===== src/rtl/clock_display_pkg.sv =====
// rtl/clock_display_pkg.sv - shared types and segment constants for the clock display paths
package clock_display_pkg;

  // Controller state encodings
  localparam logic [2:0] ENC_IDLE      = 3'd0;
  localparam logic [2:0] ENC_START     = 3'd1;
  localparam logic [2:0] ENC_WAIT_ACK  = 3'd2;
  localparam logic [2:0] ENC_WAIT_DONE = 3'd3;
  localparam logic [2:0] ENC_LATCH     = 3'd4;

  typedef enum logic [2:0] {
    ST_IDLE      = ENC_IDLE,
    ST_START     = ENC_START,
    ST_WAIT_ACK  = ENC_WAIT_ACK,
    ST_WAIT_DONE = ENC_WAIT_DONE,
    ST_LATCH     = ENC_LATCH
  } ctrl_state_e;

  // Bit order of a segment byte as it leaves on the serial line: bit 0 = a
  typedef struct packed {
    logic dp;
    logic g;
    logic f;
    logic e;
    logic d;
    logic c;
    logic b;
    logic a;
  } seg_byte_t;

  // Active-high patterns, bit 0 = segment a .. bit 6 = segment g
  localparam logic [6:0] SEG_PAT_0  = 7'h3F;
  localparam logic [6:0] SEG_PAT_1  = 7'h06;
  localparam logic [6:0] SEG_PAT_2  = 7'h5B;
  localparam logic [6:0] SEG_PAT_3  = 7'h4F;
  localparam logic [6:0] SEG_PAT_4  = 7'h66;
  localparam logic [6:0] SEG_PAT_5  = 7'h6D;
  localparam logic [6:0] SEG_PAT_6  = 7'h7D;
  localparam logic [6:0] SEG_PAT_7  = 7'h07;
  localparam logic [6:0] SEG_PAT_8  = 7'h7F;
  localparam logic [6:0] SEG_PAT_9  = 7'h6F;
  localparam logic [6:0] SEG_BLANK  = 7'h00;

  // Merge the decimal point into a segment byte; inversion applies to all 8 bits
  function automatic logic [7:0] seg_byte(input logic [6:0] seg, input logic dp,
                                          input logic invert);
    seg_byte_t s;
    s = seg_byte_t'({dp, seg});
    return invert ? ~s : s;
  endfunction

endpackage


===== src/rtl/bcd_to_7seg.sv =====
// rtl/bcd_to_7seg.sv - combinational BCD digit to active-high 7-segment pattern
module bcd_to_7seg
  import clock_display_pkg::*;
(
  input  logic [3:0] bcd_i,
  output logic [6:0] seg_o
);

  // Codes 10..15 are not decimal digits and show as blank
  always_comb begin
    seg_o = SEG_BLANK;
    case (bcd_i)
      4'd0:    seg_o = SEG_PAT_0;
      4'd1:    seg_o = SEG_PAT_1;
      4'd2:    seg_o = SEG_PAT_2;
      4'd3:    seg_o = SEG_PAT_3;
      4'd4:    seg_o = SEG_PAT_4;
      4'd5:    seg_o = SEG_PAT_5;
      4'd6:    seg_o = SEG_PAT_6;
      4'd7:    seg_o = SEG_PAT_7;
      4'd8:    seg_o = SEG_PAT_8;
      4'd9:    seg_o = SEG_PAT_9;
      default: seg_o = SEG_BLANK;
    endcase
  end

endmodule


===== src/rtl/display_refresh_ctrl.sv =====
// rtl/display_refresh_ctrl.sv - frame sequencer feeding the serial 7-segment shift register
module display_refresh_ctrl
  import clock_display_pkg::*;
#(
  parameter int NUM_DIGITS   = 4,
  parameter int CLK_DIV      = 4,
  parameter int COMMON_ANODE = 0
) (
  input  logic                    i_clk,
  input  logic                    i_reset_n,
  input  logic                    i_refresh_stb,
  input  logic [4*NUM_DIGITS-1:0] i_digits,
  input  logic [NUM_DIGITS-1:0]   i_dp_mask,
  input  logic                    i_sr_busy,
  output logic                    o_sr_start_stb,
  output logic [7:0]              o_sr_data,
  output logic                    o_sr_clk_stb,
  output logic                    o_latch,
  output logic                    o_busy,
  output logic                    o_frame_done_stb
);

  localparam int IDX_W = (NUM_DIGITS > 1) ? $clog2(NUM_DIGITS) : 1;
  localparam int DIV_W = $clog2(CLK_DIV);
  localparam logic [IDX_W-1:0] IDX_LAST = IDX_W'(NUM_DIGITS - 1);
  localparam logic [DIV_W-1:0] DIV_LAST = DIV_W'(CLK_DIV - 1);
  localparam logic             INVERT   = (COMMON_ANODE != 0);

  ctrl_state_e             state_q, state_d;
  logic [IDX_W-1:0]        idx_q, idx_d;
  logic                    pending_q, pending_d;
  logic [4*NUM_DIGITS-1:0] digits_q, digits_d;
  logic [NUM_DIGITS-1:0]   dp_q, dp_d;
  logic                    lstb_seen_q, lstb_seen_d;
  logic [DIV_W-1:0]        div_q, div_d;
  logic                    clk_stb_q;

  logic                    start_q, start_d;
  logic [7:0]              data_q, data_d;
  logic                    latch_q, latch_d;
  logic                    busy_q, busy_d;
  logic                    done_q, done_d;

  logic [3:0]              sel_bcd;
  logic                    sel_dp;
  logic [6:0]              sel_seg;

  // Free-running serial-rate divider, wraps at CLK_DIV-1
  always_comb begin
    div_d = (div_q == DIV_LAST) ? '0 : div_q + DIV_W'(1);
  end

  // Divider register; the strobe is high exactly while the counter sits at CLK_DIV-1
  always_ff @(posedge i_clk or negedge i_reset_n) begin
    if (!i_reset_n) begin
      div_q     <= '0;
      clk_stb_q <= 1'b0;
    end else begin
      div_q     <= div_d;
      clk_stb_q <= (div_d == DIV_LAST);
    end
  end

  // Next state, snapshot, digit index, pending request and latch strobe tracking
  always_comb begin
    state_d     = state_q;
    idx_d       = idx_q;
    pending_d   = pending_q;
    digits_d    = digits_q;
    dp_d        = dp_q;
    lstb_seen_d = lstb_seen_q;
    done_d      = 1'b0;

    // Requests arriving mid-frame coalesce into a single follow-up frame
    if (state_q != ST_IDLE && i_refresh_stb) begin
      pending_d = 1'b1;
    end

    case (state_q)
      ST_IDLE: begin
        if (i_refresh_stb || pending_q) begin
          digits_d  = i_digits;
          dp_d      = i_dp_mask;
          idx_d     = IDX_LAST;
          pending_d = 1'b0;
          state_d   = ST_START;
        end
      end
      ST_START: begin
        state_d = ST_WAIT_ACK;
      end
      ST_WAIT_ACK: begin
        if (i_sr_busy) begin
          state_d = ST_WAIT_DONE;
        end
      end
      ST_WAIT_DONE: begin
        if (!i_sr_busy) begin
          if (idx_q == '0) begin
            lstb_seen_d = 1'b0;
            state_d     = ST_LATCH;
          end else begin
            idx_d   = idx_q - IDX_W'(1);
            state_d = ST_START;
          end
        end
      end
      ST_LATCH: begin
        // Hold the latch until the second serial strobe observed in this state
        if (clk_stb_q) begin
          if (lstb_seen_q) begin
            state_d = ST_IDLE;
            done_d  = 1'b1;
          end else begin
            lstb_seen_d = 1'b1;
          end
        end
      end
      default: begin
        state_d = ST_IDLE;
      end
    endcase
  end

  // Pick the digit and dp bit that the next START will transmit
  always_comb begin
    sel_bcd = digits_d[{idx_d, 2'b00} +: 4];
    sel_dp  = dp_d[idx_d];
  end

  bcd_to_7seg u_bcd_to_7seg (
    .bcd_i (sel_bcd),
    .seg_o (sel_seg)
  );

  // Output next values, decoded from the upcoming state so every output is a flop
  always_comb begin
    start_d = (state_d == ST_START);
    latch_d = (state_d == ST_LATCH);
    busy_d  = (state_d != ST_IDLE);
    data_d  = data_q;
    if (state_d == ST_START) begin
      data_d = seg_byte(sel_seg, sel_dp, INVERT);
    end
  end

  // Controller and output registers; reset aborts any frame in flight
  always_ff @(posedge i_clk or negedge i_reset_n) begin
    if (!i_reset_n) begin
      state_q     <= ST_IDLE;
      idx_q       <= '0;
      pending_q   <= 1'b0;
      digits_q    <= '0;
      dp_q        <= '0;
      lstb_seen_q <= 1'b0;
      start_q     <= 1'b0;
      data_q      <= 8'h00;
      latch_q     <= 1'b0;
      busy_q      <= 1'b0;
      done_q      <= 1'b0;
    end else begin
      state_q     <= state_d;
      idx_q       <= idx_d;
      pending_q   <= pending_d;
      digits_q    <= digits_d;
      dp_q        <= dp_d;
      lstb_seen_q <= lstb_seen_d;
      start_q     <= start_d;
      data_q      <= data_d;
      latch_q     <= latch_d;
      busy_q      <= busy_d;
      done_q      <= done_d;
    end
  end

  assign o_sr_start_stb   = start_q;
  assign o_sr_data        = data_q;
  assign o_sr_clk_stb     = clk_stb_q;
  assign o_latch          = latch_q;
  assign o_busy           = busy_q;
  assign o_frame_done_stb = done_q;

endmodule


===== config.mk =====
export PLATFORM = sky130hd
export DESIGN_NAME = display_refresh_ctrl
export DESIGN_NICKNAME = d
export VERILOG_FILES = /design/src/rtl/clock_display_pkg.sv /design/src/rtl/bcd_to_7seg.sv /design/src/rtl/display_refresh_ctrl.sv
export SDC_FILE = /design/constraint.sdc
export NUM_CORES = 1
export LEC_CHECK = 0
export BUFFER_PORTS_ARGS = -buffer_cell sky130_fd_sc_hd__buf_2
export CAP_MARGIN = 20
export CELL_PAD_IN_SITES_DETAIL_PLACEMENT = 1
export CELL_PAD_IN_SITES_GLOBAL_PLACEMENT = 2
export CORE_ASPECT_RATIO = 2
export CORE_MARGIN = 10
export CORE_UTILIZATION = 25
export CTS_CLUSTER_DIAMETER = 100
export DETAILED_ROUTE_END_ITERATION = 8
export PLACE_DENSITY = 0.68
export SYNTH_ARGS = -nofsm -noshare
export SYNTH_HDL_FRONTEND = slang
export SYNTH_SLANG_ARGS = --single-unit

===== constraint.sdc =====
create_clock -name i_clk -period 5.3 [get_ports i_clk]
set_input_delay 0.53 -clock i_clk [delete_from_list [all_inputs] [get_ports i_clk]]
set_output_delay 0.53 -clock i_clk [all_outputs]
set_load 0.005 [all_outputs]

==> results of run 1 <==
-- power groups by stage --
stage | combinational, mW | sequential [mW] | clock, mW
after global placement | 0.903 | 0.556 | 0
after detailed placement | 0.919 | 0.560 | 0
after CTS | 0.922 | 0.554 | 0.322
after floorplan | 0.691 | 0.531 | 0
final | 0.891 | 0.551 | 0.313
after global routing | 1.03 | 0.572 | 0.334
-- registers in the layout (all words and copies together) (netlist names) --
| signal | cells |
|---|---|
| digits_q | 16 |
| o_sr_data | 8 |
| dp_q | 4 |
| state_q | 3 |
| div_q | 2 |
| idx_q | 2 |
| lstb_seen_q | 1 |
| o_busy | 1 |
| o_frame_done_stb | 1 |
| o_latch | 1 |
| o_sr_clk_stb | 1 |
| o_sr_start_stb | 1 |
| pending_q | 1 |
-- worst max path at each step --
stage | slack [ps] | to | cells past startpoint
6_report | 1970 | o_sr_data[3] | 10
2_1_floorplan | 2510 | o_sr_data[3] | 11
4_1_cts | 1920 | o_sr_data[3] | 10
3_3_place_gp | 1900 | o_sr_data[3] | 11
5_1_grt | 1640 | o_sr_data[3] | 10
3_5_place_dp | 1720 | o_sr_data[3] | 11
-- final cells by class --
class | count | share of cell area
multi-input cells | 157 | 0.382
clock buffers | 7 | 0.0578
flip-flops and latches | 42 | 0.426
clock inverters | 1 | 0.00203
well taps | 96 | 0.0487
repair buffers | 36 | 0.0730
inverters | 7 | 0.0106
-- per-stage QoR --
stage | std cells | setup WS (ps) | cell area [µm²]
after CTS | 346 | 1920 | 2470
after floorplan | 213 | 2510 | 2060
after global routing | 346 | 1640 | 2470
after global placement | 338 | 1900 | 2320
after detailed placement | 338 | 1720 | 2320
final | 346 | 1970 | 2470
-- worst max-delay path, stage by stage, from the launching register on --
cell and delay [ps]:
sky130_fd_sc_hd__dfrtp_1 520, sky130_fd_sc_hd__nor3_4 460, sky130_fd_sc_hd__nand2_2 340, sky130_fd_sc_hd__nand2b_1 340, sky130_fd_sc_hd__mux4_1 340, sky130_fd_sc_hd__a21boi_1 420, sky130_fd_sc_hd__inv_1 130, sky130_fd_sc_hd__ha_1 320
sky130_fd_sc_hd__a21oi_1 70, sky130_fd_sc_hd__a22oi_1 180, sky130_fd_sc_hd__nand2_1 80
-- layout by cell type, fill, tap and decap left out, types with 2 or more instances in the layout --
cell type,Yosys,layout
sky130_fd_sc_hd__nand2_1,59,59
sky130_fd_sc_hd__dfrtp_1,42,42
sky130_fd_sc_hd__buf_2,3,36
sky130_fd_sc_hd__nor2_1,17,17
sky130_fd_sc_hd__a21oi_1,9,9
sky130_fd_sc_hd__ha_1,8,8
sky130_fd_sc_hd__inv_1,7,7
sky130_fd_sc_hd__nand3_1,7,7
sky130_fd_sc_hd__o21ai_0,6,6
sky130_fd_sc_hd__o211ai_1,6,6
sky130_fd_sc_hd__clkbuf_16,0,5
sky130_fd_sc_hd__nor3_1,4,4
sky130_fd_sc_hd__a31oi_1,4,4
sky130_fd_sc_hd__nand2b_1,3,3
sky130_fd_sc_hd__o21ai_1,2,2
sky130_fd_sc_hd__a21o_1,2,2
sky130_fd_sc_hd__mux2_2,2,2
sky130_fd_sc_hd__mux4_1,2,2
sky130_fd_sc_hd__a32o_1,2,2
sky130_fd_sc_hd__a22oi_1,2,2
sky130_fd_sc_hd__mux2i_1,2,2
-- cell families after synthesis --
logic type | synth area share
flops | 0.509
fa+ha+maj | 0.0485
compound gates | 0.135
mux | 0.0461
simple gates | 0.227
buf+inv | 0.0345
-- routing by layer --
layer / track usage / wire length [µm] / vias up / part of all wire
met1: 0.0961 / 2060 / 793 / 0.37
met4: 0.0547 / 172 / 0 / 0.031
met5: 0 / 0 / - / 0
met2: 0.179 / 3180 / 25 / 0.57
met3: 0.0224 / 194 / 11 / 0.035
li1: - / - / 800 / -
==> summary by stage, run 1 <==
Floorplan
The die covers 0.0125 mm². The floorplan has 46 rows. The height of the chip is 149 µm. The core region is roughly 0.008 mm². From left edge to right edge, the die measures 84.3 µm. Pin placement for this block handled 37 I/O pins. The initial utilization of the core area, before any placement, comes to 0.258.

Worst setup path
The setup path with the least slack is of type reg2reg. The setup check on the worst reg-to-reg path leaves a slack of about 2000 ps. In this run the worst path has a maximum fanout of 19. The worst register-to-register path ends at o_sr_data[3]. The worst setup path is captured at a flip-flop. Data on the critical path is required at its endpoint by 5470 ps. The number of cells on the worst reg-to-reg path is 10. The worst setup path startpoint is state_q[2]. Data on the critical path arrives at its endpoint at 3500 ps. The worst setup path is launched from a flip-flop. The worst register-to-register path begins at state_q[2].

Timing
Setup repair after global routing left no endpoint under its margin. The clock period minus worst slack is 3330 ps. The count of endpoints failing hold in the final timing report is 0.

The number of pins with negative max-slew slack in the final report was 0. Dividing the final minimum period by the clock period gives 0.627. The top achievable clock speed is roughly 300 MHz. The actual transition at the worst max-transition pin is approximately 960 ps. Hold timing on the final database bottoms out at a slack of 396 ps. The number of failing setup endpoints in the final timing report is 0. The worst clock skew is 4.51 ps. The sum of negative setup slack is 0 ps. The max-slew headroom at the worst pin is 0.360.

Synth
The synthesized netlist contains 42 unique library cells. A synthesized cell averages around 9.7 µm². The sequential-to-total area share from yosys stat is 0.509.

Sorting the synthesized cells by area gives the leading types as sky130_fd_sc_hd__dfrtp_1 51%, sky130_fd_sc_hd__nand2_1 11%, sky130_fd_sc_hd__ha_1 4.8%. The post-synthesis cell count is 213. Among all cell types in the netlist, the one instantiated most often is sky130_fd_sc_hd__nand2_1.

For this run, asynchronously set or reset flops after synthesis account for 1.00. By count the netlist is led by 59 x sky130_fd_sc_hd__nand2_1, 42 x sky130_fd_sc_hd__dfrtp_1, 17 x sky130_fd_sc_hd__nor2_1. In this run, synthesis inferred 0 flip-flops with an integrated enable. The yosys synthesis warning count is 0. The cell area that synthesis handed to floorplanning was 0.00206 mm². The cell taking the most area after synthesis is sky130_fd_sc_hd__dfrtp_1. The top flip-flop cell by instance count after synthesis is sky130_fd_sc_hd__dfrtp_1. Of the post-synthesis cell area, the dominant cell type holds 0.509.

In this run, synthesis produced a sequential element count of 42. The number of nets handed over by synthesis was between 200 and 250.

Global route
The global-route usage over all layers is 0.0972. The number of global-route vias before repair is 1878. The number of antenna violations at the first check in global routing is 0. The first global-routing pass estimated 9690 µm of wire.

Entering global routing, the biggest net connects 43 pins. The final global-route overflow total is 0.

Clock network
Clock tree synthesis inserted a total of 5 buffers. In this run the deepest clock path goes through 2 buffers. The count of hold buffers inserted by post-cts repair is 0.

The maximum level of the CTS H-tree is 2. After clock tree synthesis, the setup repair step added 0 buffers. The clock tree from TritonCTS is built. In this run, post-CTS repair resized a total of 0 instances.

At the later pin of the worst-skew pair, clock insertion delay measures 290 ps. The clock transition time at the flip-flop clock pins of the worst setup and hold paths is 60 ps. The tree is rooted in a sky130_fd_sc_hd__clkbuf_16.

The number of clock sinks seen by CTS is 42.

Final layout
The final antenna diode count is 0. For this run, the share of the core covered by cells in the final layout is 0.308. The number of filler cells placed in the layout is 933.

The multi-input logic area is ~940 µm². Across the whole layout, storage elements account for 0.00105 mm². The synthesis-to-finish area growth is 19.5%. The net count of the finished layout is ~280. In the final layout, the share of cells above drive strength 1 is 0.212.

Detailed routing
The via-per-instance ratio is 4.71. In this run, the number of DRC markers left after iteration 0 of detailed routing was 31. The final routed DRC violation total is 0. The first-pass iteration count of the detailed router is 2. The detailed router placed 1629 vias in this run. After detailed routing, the average wire length per cell comes to 16.2 µm. The final wirelength is 5600 µm. In this run the remaining antenna-violating nets after routing total 0.

Power and ir drop
The power share of the sequential group is 0.314. The power density over the cells is between 700 and 800 mW/mm². The overall power consumption is 1.75 mW. The internal portion of the total power is between 0.9 and 1 mW. In this run the power spent charging and discharging nets is 0.761 mW.

The static power due to leakage is approximately 1.2 nW. The clock network fraction of design power is 0.178. The logic gate share of total power is 0.508. The switching share of power is 0.434. The maximum resistive drop on vdd is between 0.2 and 0.25 mV.

Place
The congestion estimate from routability-driven global placement came to 0.738. The post-detailed-placement half-perimeter wirelength is about 4400 µm. The number of buffer cells added on primary ports is 36.

Status
The flow ran to the end, and the final reports show no timing, DRC or antenna violations.

Run
The number of max-cap violations is 0.

Hold path
The class of the tightest hold or removal check is in2async.
Note: power is estimated with default switching activity, not from simulation.
==> run 2, diff against run 1 <==
==> constraint.sdc (replaced) <==
create_clock -name i_clk -period 3.15 [get_ports i_clk]
set_input_delay 0.315 -clock i_clk [delete_from_list [all_inputs] [get_ports i_clk]]
set_output_delay 0.315 -clock i_clk [all_outputs]
set_load 0.005 [all_outputs]
==> run 2 against run 1 <==
Effect of this change: utilization up 1.3 points; non-clock buffer count up 7; sequential share of layout area down 1.7 points; flip-flop and latch count unchanged; first-iteration DRC count up 74%; via count up 1.6%; global-route usage about the same; clock-buffer cell count down 1; final area up 4.2%; final cell count up 2.0%; critical endpoint unchanged; highest routed layer unchanged.
==> summary by stage, run 2 (synthesis results as in run 1) <==
Status
The flow ran to the end, and the final reports show no timing, DRC or antenna violations.

Detailed routing
After detailed routing, the number of remaining DRC violations is 0. The routed design uses 179 µm of met3 wire. In this run, the number of DRC markers left after iteration 0 of detailed routing was 54. The vias after detailed routing is approximately 1700. The detailed router put a total of 2170 µm of wire on met1. The met2 wire length is between 3000 and 4000 µm. The average routed wire per standard cell is 16.4 µm. In this run the remaining antenna-violating nets after routing total 0. The via-per-instance ratio is ~4.7. The final wirelength is 5790 µm. The top metal layer carrying routed signals is met4. For this run, the detailed router's first-pass iteration total came to 3.

Timing
Setup repair after global routing left no endpoint under its margin. The top achievable clock speed is 355 MHz. On the final layout, the worst hold slack is 181 ps. The count of endpoints failing hold in the final timing report is 0. In the final timing run, aggregate negative setup slack is 0 ps. For the pin with the worst max-slew slack, the measured transition is 978 ps.

The clock period minus worst slack is 2820 ps. The number of pins with negative max-slew slack in the final report is 0. Measured against its own limit, the worst slew margin works out to 0.348.

The number of failing setup endpoints in the final timing report is 0. The ratio of final minimum period to clock period is 0.895. The clock arrives with roughly 6.4 ps of skew.

Worst setup path
The category of the worst setup path capture point is a flip-flop. The critical path goes through nor4bb_1 -> mux2_2 -> nand2b_1 -> mux4_1 -> a21boi_1 -> inv_1 -> ha_1 -> a21oi_1 -> a22oi_1 -> nand2_1. The worst register-to-register path ends at o_sr_data[3]. The maximum fanout count along the critical path is 7. The worst register-to-register path begins at state_q[1]. The largest individual stage delay along the critical path comes from the cell sky130_fd_sc_hd__dfrtp_1.

The logic depth of the worst register-to-register path is 10. By startpoint and endpoint, the worst setup path is classified as reg2reg. The register-to-register setup slack is roughly 330 ps.

The worst setup path is launched from a flip-flop. At the worst endpoint, the required time is 3320 ps. The maximum cell stage delay along the critical path is approximately 450 ps. For the worst setup path, the data arrival time is 2990 ps.

Final layout
Of the cells placed in the final design, the portion with a size suffix greater than 1 is 0.237. The register with the most flip-flops in the final layout is digits_q. The number of nets in the final layout is 288. The area taken by flip-flops and latches is 0.00105 mm². The count of placed standard cells in the final layout, fillers left out is 353.

The synthesis-to-finish area growth is 24.5%. The top cell types in the final layout, fill and taps aside, are 59 x sky130_fd_sc_hd__nand2_1, 42 x sky130_fd_sc_hd__dfrtp_1, 36 x sky130_fd_sc_hd__buf_2. After routing the design area is ~0.0026 mm².

The register with the most flip-flops in the layout has 16 of them. Leaving out fill and tap cells, the most frequent cell in the layout is sky130_fd_sc_hd__nand2_1. The final antenna diode count is 0. The multi-input combinational cells in the finished layout cover a total of 942 µm². Counting the fill cells in the layout gives 930.

Clock network
CTS placed an instance of sky130_fd_sc_hd__clkbuf_16 at the clock tree root. The clock drives 42 sinks. The post-CTS setup buffer count is 0.

The number of buffers created by CTS is 5. In this run, post-CTS hold repair placed 0 buffers. The clock tree from TritonCTS is built.

The number of gates resized after cts is 0. The H-tree generated during clock tree synthesis spans 2 levels. The buffer depth of the longest clock path is 2. Clock-pin slew was measured on the worst setup and hold paths at 60 ps. At the later pin of the worst-skew pair, clock insertion delay measures 290 ps.

Floorplan
The die covers 0.0125 mm². From bottom edge to top edge, the die measures 149 µm. The floorplan step defined a core boundary enclosing 0.00800 mm².

The initialized floorplan defines 46 standard-cell rows. 37 I/O pins were placed. Measured along the x axis, the die boundary spans 84.3 µm. The effective utilization at floorplan is 0.258.

Power and ir drop
Across the VDD grid, the largest voltage drop is 0.413 mV. The static power due to leakage is 1.29 nW. The power density over the cells is between 1000 and 1500 mW/mm².

Global route
The first global-routing pass estimated 9890 µm of wire. Entering global routing, the biggest net connects 43 pins. The number of global-route vias before repair was slightly below 2000. Across every metal layer, demand over resource in global routing totals 0.0975. The number of antenna violations at the first check in global routing is 0. The final global-route overflow total is 0.

Place
The number of buffer cells added on primary ports is 36. The final weighted congestion in routability-driven placement is 0.758. The post-detailed-placement half-perimeter wirelength is approximately 4500 µm. In this run, placement finished with an instance count of around 350. After detailed placement, the total cell area comes to 0.00237 mm².

Run
Max-cap violations in this run came to 0.

Hold path
The tightest min-delay check is of the in2async type.
==> run 2: cell count changes in the layout (fill, tap and decap cells not counted), sizes merged <==
cell | before | now
clkinv | 1 | 0
clkbuf | 7 | 6
bufinv | 0 | 2
buf | 36 | 43
==> run 2: layout make-up <==
class	instances	share of cell area
Multi-Input combinational cell	157	0.366
Tap cell	96	0.0467
Clock inverter	2	0.0234
Inverter	7	0.0102
Clock buffer	6	0.0540
Timing Repair Buffer	43	0.0905
Sequential cell	42	0.409
==> run 2: worst max-delay path by stage <==
stage               startpoint  cells after the start            to  slack (ps)
detailed placement  state_q[1]                     10  o_sr_data[6]         390
CTS                 state_q[1]                     10  o_sr_data[3]         340
global route        state_q[1]                     10  o_sr_data[3]         100
floorplan           state_q[1]                     11  o_sr_data[3]         430
finish              state_q[1]                     10  o_sr_data[3]         330
global placement    state_q[1]                     10  o_sr_data[3]         410
==> run 2: report_power, final <==
part,internal [mW],total (mW),switching (mW)
Combinational,0.638,1.60,0.966
Clock,0.476,0.699,0.222
Sequential,0.780,0.911,0.130
==> run 2: critical path, delay by kind of cell (launching register included) <==
family                   cells  cell delay, ps
adder cells (fa/ha/maj)      1             290
buffers and inverters        1              80
multiplexers                 2             690
AO/OA/AOI/OAI                3             490
AND/OR/NAND/NOR              3             700
flip-flops                   1             450
==> run 2: routing by layer <==
metal,up-vias,global-route usage
met4,0,0.0429
met5,-,0
met2,23,0.190
li1,812,-
met3,7,0.0202
met1,813,0.0935
==> run 2: metrics by stage <==
stage                      util  setup slack (ps)  total power [mW]
after floorplan               -               435              2.06
after global placement    0.297               413              2.53
after detailed placement  0.297               386              2.55
after CTS                 0.321               335              3.27
after global routing      0.321               102              3.51
final                     0.321               329              3.21
==> run 3, diff against run 2 <==
--- a/config.mk
+++ b/config.mk
@@ -11,10 +11,10 @@
 export CELL_PAD_IN_SITES_GLOBAL_PLACEMENT = 2
 export CORE_ASPECT_RATIO = 2
 export CORE_MARGIN = 10
-export CORE_UTILIZATION = 25
+export CORE_UTILIZATION = 34
 export CTS_CLUSTER_DIAMETER = 100
 export DETAILED_ROUTE_END_ITERATION = 8
-export PLACE_DENSITY = 0.68
+export PLACE_DENSITY = 0.85
 export SYNTH_ARGS = -nofsm -noshare
 export SYNTH_HDL_FRONTEND = slang
 export SYNTH_SLANG_ARGS = --single-unit
==> run 3 against run 2 <==
Effect of this change: utilization is 9.8 points higher; global-route usage is 1.9 points higher; wire length decreased by 10%; final cell count decreased by 9.3%; largest power group unchanged; setup slack worse by 2.5 ps; sequential power about the same; flip-flop and latch count unchanged.
==> summary by stage, run 3 (synthesis results as in run 1) <==
Global route
The first-pass GRT wire length is 8740 µm. The number of antenna violations at the first check in global routing was 0. The maximum number of pins on one net before global-route repair is 43. The number of global-route vias before repair is 1867.

The global-route usage over all layers is 0.117. The final global-route overflow total is 0.

Place
The number of buffer cells added on primary ports is 36. At the placement stage, the worst setup path has a slack of 320 ps. The congestion estimate from routability-driven global placement came to 0.775. The wire-length estimate of the detail-placed layout is 4110 µm.

Status
The flow ran to the end, and the final reports show no timing, DRC or antenna violations.

Power and ir drop
The power density over the cells is 1230 mW/mm². The share of total power dissipated in combinational logic is 0.517. Of the total power, registers draw 0.295.

Summed over all nets, the switching power comes to around 1.3 mW. The share of total power dissipated in the clock network is 0.188. The switching share of power is 0.419. The analysis attributes to cell leakage a power of ~1.3 nW. The total internal power is 1.79 mW. The maximum resistive drop on vdd is approximately 0.47 mV.

Timing
The top achievable clock speed is 354 MHz. The count of endpoints failing hold in the final timing report is 0. The max-slew headroom at the worst pin is 0.382. The number of pins with negative max-slew slack in the final report is 0. Setup violations remaining at the end of the flow were counted as 0. The clock period minus worst slack is roughly 2800 ps. For the pin with the worst max-slew slack, the measured transition is between 900 and 1000 ps. In the finished design, the share of the clock period the worst path needs comes to 0.896. The sum of negative setup slack is 0 ps. Setup slack closes at approximately 330 ps. Setup repair after global routing left no endpoint under its margin.

The worst clock skew is 5.67 ps.

Final layout
The number of nets in the final layout is ~290. The most common cell after layout, fill and taps aside is sky130_fd_sc_hd__nand2_1. The layout has 717 filler cells. From synthesis to final layout, the design area changed by 20.9%. The register with the most flip-flops is digits_q. In the layout the commonest cells are 59 x sky130_fd_sc_hd__nand2_1, 42 x sky130_fd_sc_hd__dfrtp_1, 36 x sky130_fd_sc_hd__buf_2.

The register with the most flip-flops in the layout has 16 of them. The final antenna diode count is 0. The share of layout cells above drive strength 1 is 0.237.

Detailed routing
In this run the remaining antenna-violating nets after routing total 0. The final routed DRC violation total is 0. Wires add up to 5210 µm. The first-pass iteration count of the detailed router is 4. In the final routed layout, each cell accounts on average for 16.3 µm.

The number of DRC violations after detailed-routing iteration 0 is 68. For this block, the via count after detailed routing is 1649. The via-per-instance ratio is 5.15.

Clock network
The root buffer cell is sky130_fd_sc_hd__clkbuf_16. The clock tree from TritonCTS is built. The number of gates resized after cts is 0. The clock transition time at the flip-flop clock pins of the worst setup and hold paths is 60 ps.

The post-CTS setup buffer count is 0. The clock drives 42 sinks. The maximum level of the CTS H-tree is 2. For this design, the CTS-stage hold fixing added 0 buffers. In this run, CTS created clock tree buffers numbering 5. The longest clock path from root to sink contains 2 buffers. For the worst-skew pair, the clock arrives at the later sink with an insertion delay of 290 ps.

Floorplan
The area enclosed by the die boundary is 0.00978 mm². The height of the chip is roughly 130 µm. The floorplan core area is 0.00596 mm². The floorplan step set the die width to about 75 µm.

For this configuration, the core starts out at a cell density of 0.347. The number of placement rows is 40. For this design the top-level I/O count stands at 37.

Hold path
The class of the tightest hold or removal check is in2async.

Worst setup path
The category of the worst setup path capture point is a flip-flop. The terminus of the critical flop-to-flop path is o_sr_data[3]. The worst setup path category is reg2reg. For the worst flop-to-flop path, the logic depth is 10. The signal on the critical path passes through nor4bb_1 -> mux2_2 -> nand2b_1 -> mux4_1 -> a21boi_1 -> inv_1 -> ha_1 -> a21oi_1 -> a22oi_1 -> nand2_1. The sort of element at the start of the critical path is a flip-flop. Broken down by cell family, the worst path's largest delay share belongs to simple AND/OR/NAND/NOR gates. The most critical setup path has its endpoint at o_sr_data[3]. The register-to-register setup slack is 330 ps. The startpoint of the lowest-slack register-to-register path is state_q[1].

Of all nets on the critical path, the largest fanout is 7. The most critical setup path has its startpoint at state_q[1]. In this run the number of cells on the critical path is 10. Counting both buffers and inverters, the worst setup path holds a total of 1. The slowest stage of the critical path belongs to the cell sky130_fd_sc_hd__dfrtp_1.

The worst endpoint required time is 3320 ps. On the worst path, the slowest cell contributes a delay of 450 ps. The arrival time of data at the critical path endpoint is 2990 ps.

Run
The number of max-cap violations is 0.
==> run 3: power groups by stage <==
stage               clock, mW  sequential [mW]  combinational (mW)
detailed placement          0            0.923                1.61
finish                  0.577            0.908                1.59
floorplan                   0            0.894                1.16
global route            0.615            0.940                1.82
CTS                     0.590            0.914                1.62
global placement            0            0.912                1.57
==> run 3: worst min-delay path by stage <==
stage	start	endpoint
after floorplan	i_reset_n	digits_q[0]
after global routing	i_digits[9]	digits_q[9]
after global placement	div_q[0]	div_q[0]
after CTS	i_reset_n	dp_q[0]
final	i_reset_n	dp_q[1]
after detailed placement	div_q[0]	div_q[0]
==> run 3: per-stage QoR <==
stage               utilization  total power [mW]  cells  hold slack [ps]  cell area, µm²
floorplan                     -              2.06    213             19.4            2060
global placement          0.391              2.48    312              440            2330
detailed placement        0.391              2.53    312              449            2330
CTS                       0.419              3.13    320              212            2500
global route              0.419              3.37    320              226            2500
finish                    0.419              3.08    320              165            2500
==> run 3: cell type report <==
cell class / count / area [µm²] / share of cell area
Inverter: 7 / 26.3 / 0.0105
Tap cell: 63 / 78.8 / 0.0316
Clock buffer: 5 / 125 / 0.0501
Timing Repair Buffer: 43 / 233 / 0.0932
Sequential cell: 42 / 1050 / 0.421
Multi-Input combinational cell: 157 / 942 / 0.377
Clock inverter: 3 / 40.0 / 0.0160
==> run 3: per-layer routing <==
metal / track usage / part of all wire / vias to the layer above
met2: 0.217 / 0.58 / 27
met4: 0.0538 / 0.021 / 0
met3: 0.0312 / 0.033 / 9
met5: 0 / 0 / -
met1: 0.112 / 0.36 / 802
li1: - / - / 811
